### config.mk
export PLATFORM = sky130hd
export DESIGN_NAME = dds_sweep_ctrl
export DESIGN_NICKNAME = d
export VERILOG_FILES = /design/src/rtl/dds_pkg.sv /design/src/rtl/dds_sweep_step.sv /design/src/rtl/dds_sweep_ctrl.sv
export SDC_FILE = /design/constraint.sdc
export NUM_CORES = 1
export LEC_CHECK = 0
export ABC_AREA = 1
export CORE_UTILIZATION = 50
export DETAILED_ROUTE_END_ITERATION = 8
export PLACE_DENSITY = 0.7
export SYNTH_ARGS = -nofsm -noshare
export SYNTH_HDL_FRONTEND = slang
export SYNTH_SLANG_ARGS = --single-unit
### constraint.sdc
create_clock -name sys_clk -period 10.6 [get_ports sys_clk]
set_input_delay 1.59 -clock sys_clk [delete_from_list [all_inputs] [get_ports sys_clk]]
set_output_delay 1.59 -clock sys_clk [all_outputs]
set_load 0.01 [all_outputs]
### src/rtl/dds_pkg.sv
// Shared encodings and width defaults for the DDS frequency-sweep scheduler.
package dds_pkg;

    localparam int FW_DEF = 32;
    localparam int DW_DEF = 24;

    typedef enum logic [1:0] {
        MODE_SINGLE = 2'd0,
        MODE_REPEAT = 2'd1,
        MODE_BOUNCE = 2'd2,
        MODE_RSVD   = 2'd3
    } mode_e;

    typedef enum logic [1:0] {
        ST_IDLE = 2'd0,
        ST_RUN  = 2'd1,
        ST_DONE = 2'd2
    } state_e;

endpackage

### src/rtl/dds_sweep_step.sv
// One frequency step toward a target: FW+1-bit add/subtract, clamped so the
// word never passes the target or wraps around.
module dds_sweep_step
    import dds_pkg::*;
#(
    parameter int FW = FW_DEF
) (
    input  logic [FW-1:0] cur,
    input  logic [FW-1:0] step,
    input  logic [FW-1:0] target,
    input  logic          dir,
    output logic [FW-1:0] next,
    output logic          at_target
);

    logic [FW:0] sum_w;
    logic [FW:0] dif_w;

    // A carry or borrow out of the FW+1 result means the target was passed.
    function automatic logic [FW-1:0] clamp_up(input logic [FW:0] s, input logic [FW-1:0] t);
        return (s[FW] || (s[FW-1:0] > t)) ? t : s[FW-1:0];
    endfunction

    function automatic logic [FW-1:0] clamp_dn(input logic [FW:0] d, input logic [FW-1:0] t);
        return (d[FW] || (d[FW-1:0] < t)) ? t : d[FW-1:0];
    endfunction

    assign sum_w     = {1'b0, cur} + {1'b0, step};
    assign dif_w     = {1'b0, cur} - {1'b0, step};
    assign next      = dir ? clamp_dn(dif_w, target) : clamp_up(sum_w, target);
    // A zero step can never make progress, so it counts as already arrived.
    assign at_target = (cur == target) || (step == '0);

endmodule

### src/rtl/dds_sweep_ctrl.sv
// Frequency-sweep scheduler: walks the DDS phase-increment word between two
// endpoints in SINGLE, REPEAT (sawtooth) or BOUNCE (triangle) mode.
module dds_sweep_ctrl
    import dds_pkg::*;
#(
    parameter int FW = FW_DEF,
    parameter int DW = DW_DEF
) (
    input  logic          sys_clk,
    input  logic          sys_rst,
    input  logic          cfg_valid,
    output logic          cfg_ready,
    input  logic [FW-1:0] cfg_start,
    input  logic [FW-1:0] cfg_stop,
    input  logic [FW-1:0] cfg_step,
    input  logic [DW-1:0] cfg_dwell,
    input  logic [1:0]    cfg_mode,
    input  logic          start,
    input  logic          abort,
    output logic [FW-1:0] freq_ctl,
    output logic          freq_upd,
    output logic          busy,
    output logic          done,
    output logic          sweep_dn
);

    state_e        state;
    logic [FW-1:0] sh_start, sh_stop, sh_step;
    logic [DW-1:0] sh_dwell, dwell_cnt;
    logic [1:0]    sh_mode;

    logic          dir0;
    logic [FW-1:0] tgt_fwd, tgt_rev, nxt_fwd, nxt_rev;
    logic          at_tgt, rev_at_tgt;

    assign cfg_ready = (state == ST_IDLE);
    assign dir0      = (sh_stop < sh_start);
    assign tgt_fwd   = (sweep_dn == dir0) ? sh_stop  : sh_start;
    assign tgt_rev   = (sweep_dn == dir0) ? sh_start : sh_stop;

    // The reverse stepper gives the BOUNCE turn-around value in the same edge.
    dds_sweep_step #(.FW(FW)) u_step_fwd (
        .cur(freq_ctl), .step(sh_step), .target(tgt_fwd), .dir(sweep_dn),
        .next(nxt_fwd), .at_target(at_tgt)
    );

    dds_sweep_step #(.FW(FW)) u_step_rev (
        .cur(freq_ctl), .step(sh_step), .target(tgt_rev), .dir(~sweep_dn),
        .next(nxt_rev), .at_target(rev_at_tgt)
    );

    always_ff @(posedge sys_clk or posedge sys_rst) begin
        if (sys_rst) begin
            state     <= ST_IDLE;
            freq_ctl  <= '0;
            freq_upd  <= 1'b0;
            busy      <= 1'b0;
            done      <= 1'b0;
            sweep_dn  <= 1'b0;
            dwell_cnt <= '0;
            sh_start  <= '0;
            sh_stop   <= '0;
            sh_step   <= '0;
            sh_dwell  <= '0;
            sh_mode   <= '0;
        end else begin
            freq_upd <= 1'b0;
            done     <= 1'b0;
            case (state)
                ST_IDLE: begin
                    if (cfg_valid) begin
                        sh_start <= cfg_start;
                        sh_stop  <= cfg_stop;
                        sh_step  <= cfg_step;
                        sh_dwell <= cfg_dwell;
                        sh_mode  <= cfg_mode;
                    end else if (start && !abort) begin
                        state     <= ST_RUN;
                        busy      <= 1'b1;
                        freq_ctl  <= sh_start;
                        freq_upd  <= 1'b1;
                        dwell_cnt <= sh_dwell;
                        sweep_dn  <= dir0;
                    end
                end
                ST_RUN: begin
                    if (abort) begin
                        state <= ST_IDLE;
                        busy  <= 1'b0;
                    end else if (dwell_cnt != '0) begin
                        dwell_cnt <= dwell_cnt - 1'b1;
                    end else begin
                        dwell_cnt <= sh_dwell;
                        if (!at_tgt) begin
                            freq_ctl <= nxt_fwd;
                            freq_upd <= 1'b1;
                        end else begin
                            case (mode_e'(sh_mode))
                                MODE_REPEAT: begin
                                    freq_ctl <= sh_start;
                                    freq_upd <= 1'b1;
                                end
                                MODE_BOUNCE: begin
                                    sweep_dn <= ~sweep_dn;
                                    freq_ctl <= nxt_rev;
                                    freq_upd <= ~rev_at_tgt;
                                end
                                default: begin
                                    state <= ST_DONE;
                                    busy  <= 1'b0;
                                    done  <= 1'b1;
                                end
                            endcase
                        end
                    end
                end
                default: state <= ST_IDLE;
            endcase
        end
    end

endmodule

**After elaboration in Yosys (flattened, before gate mapping)**

Cells that the tools add are included.

- Flip-flop bits (word level): 184
- Bits of input ports: 127
- Output and inout bits: 37
- Logic and storage cells: 110

- Add/sub/neg operators: 3
- Magnitude comparators: 5
- Eq/ne operators: 16
- Mux-type cells: 53
- Bitwise logic cells: 2
- Reductions and logical operators: 19

Operator list:

| operator | count |
|---|---|
| 32-bit two-way mux | 13 |
| 32-bit one-hot mux with 2 select lines | 2 |
| 32-bit less-than comparator | 3 |
| 24-bit two-way mux | 4 |
| 32-bit == test | 2 |
| 32-bit > comparator | 2 |
| 24-bit one-hot mux with 2 select lines | 1 |
| 32-bit by 32-bit adder with 33-bit output | 1 |
| 32-bit by 32-bit subtractor with 33-bit output | 1 |
| 32-bit zero test | 1 |
| 24-bit nonzero test | 1 |
| 24-bit by 1-bit subtractor with 24-bit output, second input constant | 1 |
| 1-bit two-way mux | 22 |
| 2-bit two-way mux | 6 |
| 6-bit AND reduction | 2 |
| 2-bit inequality test, second input constant | 5 |
| 3-bit inequality test, second input constant | 3 |
| 1-bit one-hot mux with 2 select lines | 4 |
| 7-bit AND reduction | 1 |
| 1-bit logical OR | 6 |
| 5-bit AND reduction | 1 |
| 2-bit by 1-bit == test with 1-bit output, second input constant | 2 |
| 4-bit inequality test, second input constant | 1 |
| 2-bit one-hot mux with 2 select lines | 1 |
| other kinds (11) | 12 |

**Depth between registers and ports, before layout**

- Depth after elaboration: 12
- Depth in mapped cells: 39
- Mapped depth without buffers: 36

**Cells and area by module**

Synthesis repeated with hierarchy kept, for this count alone.

- Cells, all modules: 4,812
- Area, all modules: 27,702.8 µm²

Modules (own cells, without submodules):

| module | times used | cells each | area each (µm²) | seq. area each (µm²) |
|---|---|---|---|---|
| dds_sweep_ctrl | 1 | 1,392 | 10,465.0 | 4,604.4 |
| dds_sweep_step at u_step_fwd | 1 | 1,712 | 8,623.3 | 0.0 |
| dds_sweep_step at u_step_rev | 1 | 1,708 | 8,614.5 | 0.0 |

**Worst setup path after synthesis**

No wires, ideal clock.

- Kind: register to register
- Start: reg freq_ctl[1]
- End: reg freq_ctl[17]
- Library setup time: 113 ps
- Data arrival time: 4,528 ps
- Data required time: 10,487 ps
- Path slack: 5,960 ps
- Cell stages (with the launch flop): 32
- Path buffers: 1
- Period minus slack after synthesis: 4,640 ps
- Cell sequence: dfrtp_1 -> inv_1 -> fa_1 -> o31ai_1 -> nand4_1 -> and3_1 -> inv_2 -> nand3_1 -> nand2_1 -> nand3_1 -> nand2_1 -> nand3_1 -> o211ai_1 -> xor2_1 -> inv_1 -> ha_1 -> nand4_1 -> nor4_1 -> inv_1 -> nor4_1 -> nand2_1 -> nand2_1 -> nand2_1 -> nand2_1 -> buf_2 -> nand2_1 -> nand3_1 -> nand3_1 -> nand2_1 -> nand3_1 -> nand2_1 -> inv_1

- Word-level cells in the longest chain between the ends: 10
- Elaborated cells between the ends (all ways): 25
- Those cells by class: add/sub: 2; order compare: 4; eq/ne: 2; mux: 11; reduce/logical: 6

Ends and longest elaborated chain:

| item | line | text |
|---|---|---|
| from (decl) | dds_sweep_ctrl.sv:20 | `output logic [FW-1:0] freq_ctl,` |
| from (signal assigned) | dds_sweep_ctrl.sv:80 | `freq_ctl <= sh_start;` |
| from (signal assigned) | dds_sweep_ctrl.sv:95 | `freq_ctl <= nxt_fwd;` |
| from (signal assigned) | dds_sweep_ctrl.sv:100 | `freq_ctl <= sh_start;` |
| 32-bit by 32-bit subtractor with 33-bit output or 32-bit by 32-bit adder with 33-bit output (tied branches) | dds_sweep_step.sv:29, dds_sweep_step.sv:28 |  |
| 32-bit less-than comparator or 32-bit > comparator (tied branches) | dds_sweep_step.sv:25, dds_sweep_step.sv:21 |  |
| 1-bit logical OR (on tied branches) | dds_sweep_step.sv:25, dds_sweep_step.sv:21 |  |
| 32-bit two-way mux (on tied branches) | dds_sweep_step.sv:25, dds_sweep_step.sv:21 |  |
| 32-bit two-way mux | dds_sweep_step.sv:30 | `assign next = dir ? clamp_dn(dif_w, target) : clamp_up(sum_w, target);` |
| 32-bit one-hot mux with 2 select lines | dds_sweep_ctrl.sv:98 | `case (mode_e'(sh_mode))` |
| 32-bit two-way mux | dds_sweep_ctrl.sv:94 | `if (!at_tgt) begin` |
| 32-bit two-way mux | dds_sweep_ctrl.sv:90 | `end else if (dwell_cnt != '0) begin` |
| 32-bit two-way mux | dds_sweep_ctrl.sv:87 | `if (abort) begin` |
| 32-bit one-hot mux with 2 select lines | dds_sweep_ctrl.sv:69 | `case (state)` |

Parallel ways exist; a longest one is shown, timed or not. The select of a mux whose other input is x is not followed.
A chain may end at the register's enable or synchronous reset.

**Final worst setup path**

- Start: reg freq_ctl[1]
- End: reg freq_ctl[31]

The elaborated chain is that of the path after synthesis.

==> results.txt <==
- Outcome: complete, no violations
* Unrepaired setup endpoints after global routing: no
- Maximum number of pins on one net before global-route repair: 91
- For the worst-skew pair, the clock arrives at the later sink with an insertion delay of a little over 0.5 ns.
- Final Hold Viols: 0
- The longest clock path from root to sink contains 2 buffers.
- Clock tree root driver cell: clkbuf_16
- Time the worst path needs with I/O delays and setup: about 7.4 ns
- In this run, post-CTS hold repair placed 0 buffers.
- Most common cell on crit path: nand3_1
* Worst Path Arrival: 7.77 ns
- Reported max-cap violation count: 0
- Initial DRC count: 2,048
- Global-route total usage across every layer: 0.3704
- In the finished design, the share of the clock period the worst path needs comes to 0.6955.
- Number of H-tree branching levels: 4
- For this design, the sink count on the clock tree is about 180.
* DIE AREA: between 0.03 and 0.04 sq mm
- Max-slew headroom: 0.2565
- In the routed design, unresolved DRC markers number 0.
- The synthesized design contains 184 register bits.
- Total via count after detailed routing: about 20,000
- Die extent in x: 198.4 microns
- Counting distinct cell types in the post-synthesis netlist gives between 50 and 60.
- Final ANT Viol Nets: 0
* Most common flop cell mapped by yosys: dfrtp_1
- Sequential fraction of the synthesis area: 0.2388
* Main area contributors after synthesis: dfrtp_1, ha_1, nand2_1
- Once layout is done, the placed cells without fillers occupy ~0.022 sq mm.
- The final number of max-transition violations is 0.
- Synthesized cell area: 0.01928 sq mm
* Crit path launch type: register
* Clock buffers created by TritonCTS: 17
* Number of flops mapped to enable cells by yosys: 0
* Per-cell via count in the routed design: around 5.9
- Initial standard-cell utilization of the core: 0.5095
- Drt pass-1 iters: 8
- Summed over all cells, the static leakage comes to roughly 11 nW.
* Via count of the first global-routing pass: 19,010
* Layout cell share with drive strength beyond 1: 0.05418
- The die is between 150 and 200 microns tall.
* GP Congestion: 0.9823
- Buffers added to address setup during post-CTS repair amount to 0.
- Stage delay of the slowest cell on the critical path: between 0.7 and 0.8 ns
- Mean instance size in the synthesized netlist: 6.868 sq um
* Placed instance area: approximately 0.021 sq mm
* Cell taking the most area after synthesis: dfrtp_1
- 0 antenna diodes ended up in the layout.
- Startpoint of the most critical register-to-register path: freq_ctl[1]
- The count of buffers added on input and output ports is approximately 160.
- Detailed-route wire length per cell: roughly 21 microns
* Number of nets in the final layout: 3,236
* Origin of the worst setup path: freq_ctl[1]
* Core box area: between 0.03 and 0.04 sq mm
- Setup clock skew after layout: ~0.022 ns
- CP max-delay cell: nand3_1
- Fmax achieved: about 0.14 GHz
* Number of filler instances in the final layout: around 3,700
* IO Pins: around 160
* Power density over cell area: approximately 350 mW/mm^2
* Sum of internal, switching and leakage power: between 7 and 8 mW
* Worst IR drop on VDD: 0.0002112 V
- Total wire length after detailed routing: between 70,000 and 80,000 microns
- For the worst setup path, the data required time is around 11 ns.
- Counting flops with an async set or reset pin after synthesis yields a share of 1.000.
* Synthesized instance count: approximately 2,800
* First-pass GRT wire length: about 110,000 microns
- In this run the worst path has a maximum fanout of 21.
- Post-synth net total: 3,158
* CTS tree: done
- Start-to-end type of the worst setup path: register to register
* Critical path endpoint category: register
* Detailed Place HPWL: 54,870 microns
* Worst hold path class: register to register
- Antenna violations before repair: 0
* Least-Margin Pin Slew: approximately 1.1 ns
- Post-synth top area share: 0.2388
* Std-Cell Rows: between 70 and 80
- Compared with the post-synthesis result, the final layout area differs by 12.79%.
- For this run, the number of Yosys warnings is 0.
- Setup TNS Final: 0 ns
- After global routing the overflow that remains totals 0.
- Clock slew at the register clock pins of the worst setup and hold paths: ~0.09 ns
- Count of endpoints failing setup in the final report: 0
- Count of instances resized after the clock tree is built: 0
- The startpoint identified for the worst hold timing path is sh_dwell[23].
power breakdown:
group	total (mW)	internal [mW]	switching, mW
combinational	5.90	1.85	4.05
clock	0.695	0.347	0.348
sequential	1.06	0.842	0.218
metrics by stage:
step	instances	hold slack [ns]	setup slack (ns)	util
2_1_floorplan	2807	0.4660	4.010	-
3_3_place_gp	3377	0.4864	3.426	0.5586
3_5_place_dp	3377	0.4901	3.451	0.5586
4_1_cts	3409	0.5073	3.379	0.5746
5_1_grt	3409	0.5133	2.720	0.5746
6_report	3409	0.5038	3.228	0.5746
synthesized netlist by cell type (all sizes together), types with 46 or more instances:
cell type and number:
buf 54, o21ai 159, dfrtp 184, nand3 215, nand4 62, nand2 579
clkbuf 72, xor2 127, nor2 232, mux2 46, inv 362, a21oi 315
ha 222
layout make-up:
| cell class | instances | area, sq um | area share |
|---|---|---|---|
| Multi-Input combinational cell | 2134 | 12730 | 0.5853 |
| Clock inverter | 13 | 152.6 | 0.007020 |
| Clock buffer | 19 | 452.9 | 0.02083 |
| Sequential cell | 184 | 4606 | 0.2118 |
| Inverter | 363 | 1370 | 0.06300 |
| Timing Repair Buffer | 185 | 1797 | 0.08262 |
| Tap cell | 511 | 639.4 | 0.02940 |
metal layers:
metal | global-route usage | up-vias | share of wire
met3 | 0.09862 | 126 | 0.12
li1 | - | 9505 | -
met1 | 0.5210 | 9466 | 0.44
met2 | 0.5417 | 1111 | 0.41
met4 | 0.1272 | 0 | 0.027
met5 | 0 | - | 0
cells by family (layout without fill, tap and decap cells):
group,Yosys count,count (layout),share of synthesized area
compound gates,581,581,0.1709
xor+xnor,128,128,0.05815
fa+ha+maj,224,224,0.1461
buf+inv,489,580,0.1018
flops,184,184,0.2388
mux,46,46,0.02687
simple gates,1155,1155,0.2574
sequential cells by signal (all words and copies together), names as in the netlist:
register	flops
sh_dwell	24
freq_upd	1
dwell_cnt	24
busy	1
sh_start	32
state	2
freq_ctl	32
sh_mode	2
sweep_dn	1
sh_stop	32
done	1
sh_step	32
cell usage in the layout, fill, tap and decap left out, types with 62 or more instances in the layout:
cell type,count
a21oi_1,314
clkdlybuf4s50_1,163
dfrtp_1,183
ha_1,221
inv_1,352
nand2_1,567
nand3_1,213
nand4_1,62
nor2_1,231
o21ai_0,117
xor2_1,127
path summary, 6_finish.rpt:
| path | end | slack (ns) | cells past startpoint |
|---|---|---|---|
| setup reg to reg | freq_ctl[31] | 3.23 | 29 |
| hold reg to reg | sh_dwell[23] | 0.50 | 1 |
| hold / removal | sh_dwell[23] | 0.50 | 1 |
| setup / recovery | freq_ctl[31] | 3.23 | 29 |
| max in group asynchronous | sh_step[28] | 7.14 | 4 |
| min in group asynchronous | sh_start[5] | 1.60 | 2 |
worst max-delay path: cells and delay by family, from the launching register on:
family                     cells  cell delay, ns
AOI/OAI and AO/OA              2            0.64
adders and majority gates      2            0.82
buffers and inverters          6            0.94
xor gates and xnor gates       1            0.35
DFF                            1            0.61
and+or+nand+nor               18            3.88
(Power assumes the default switching activity.)
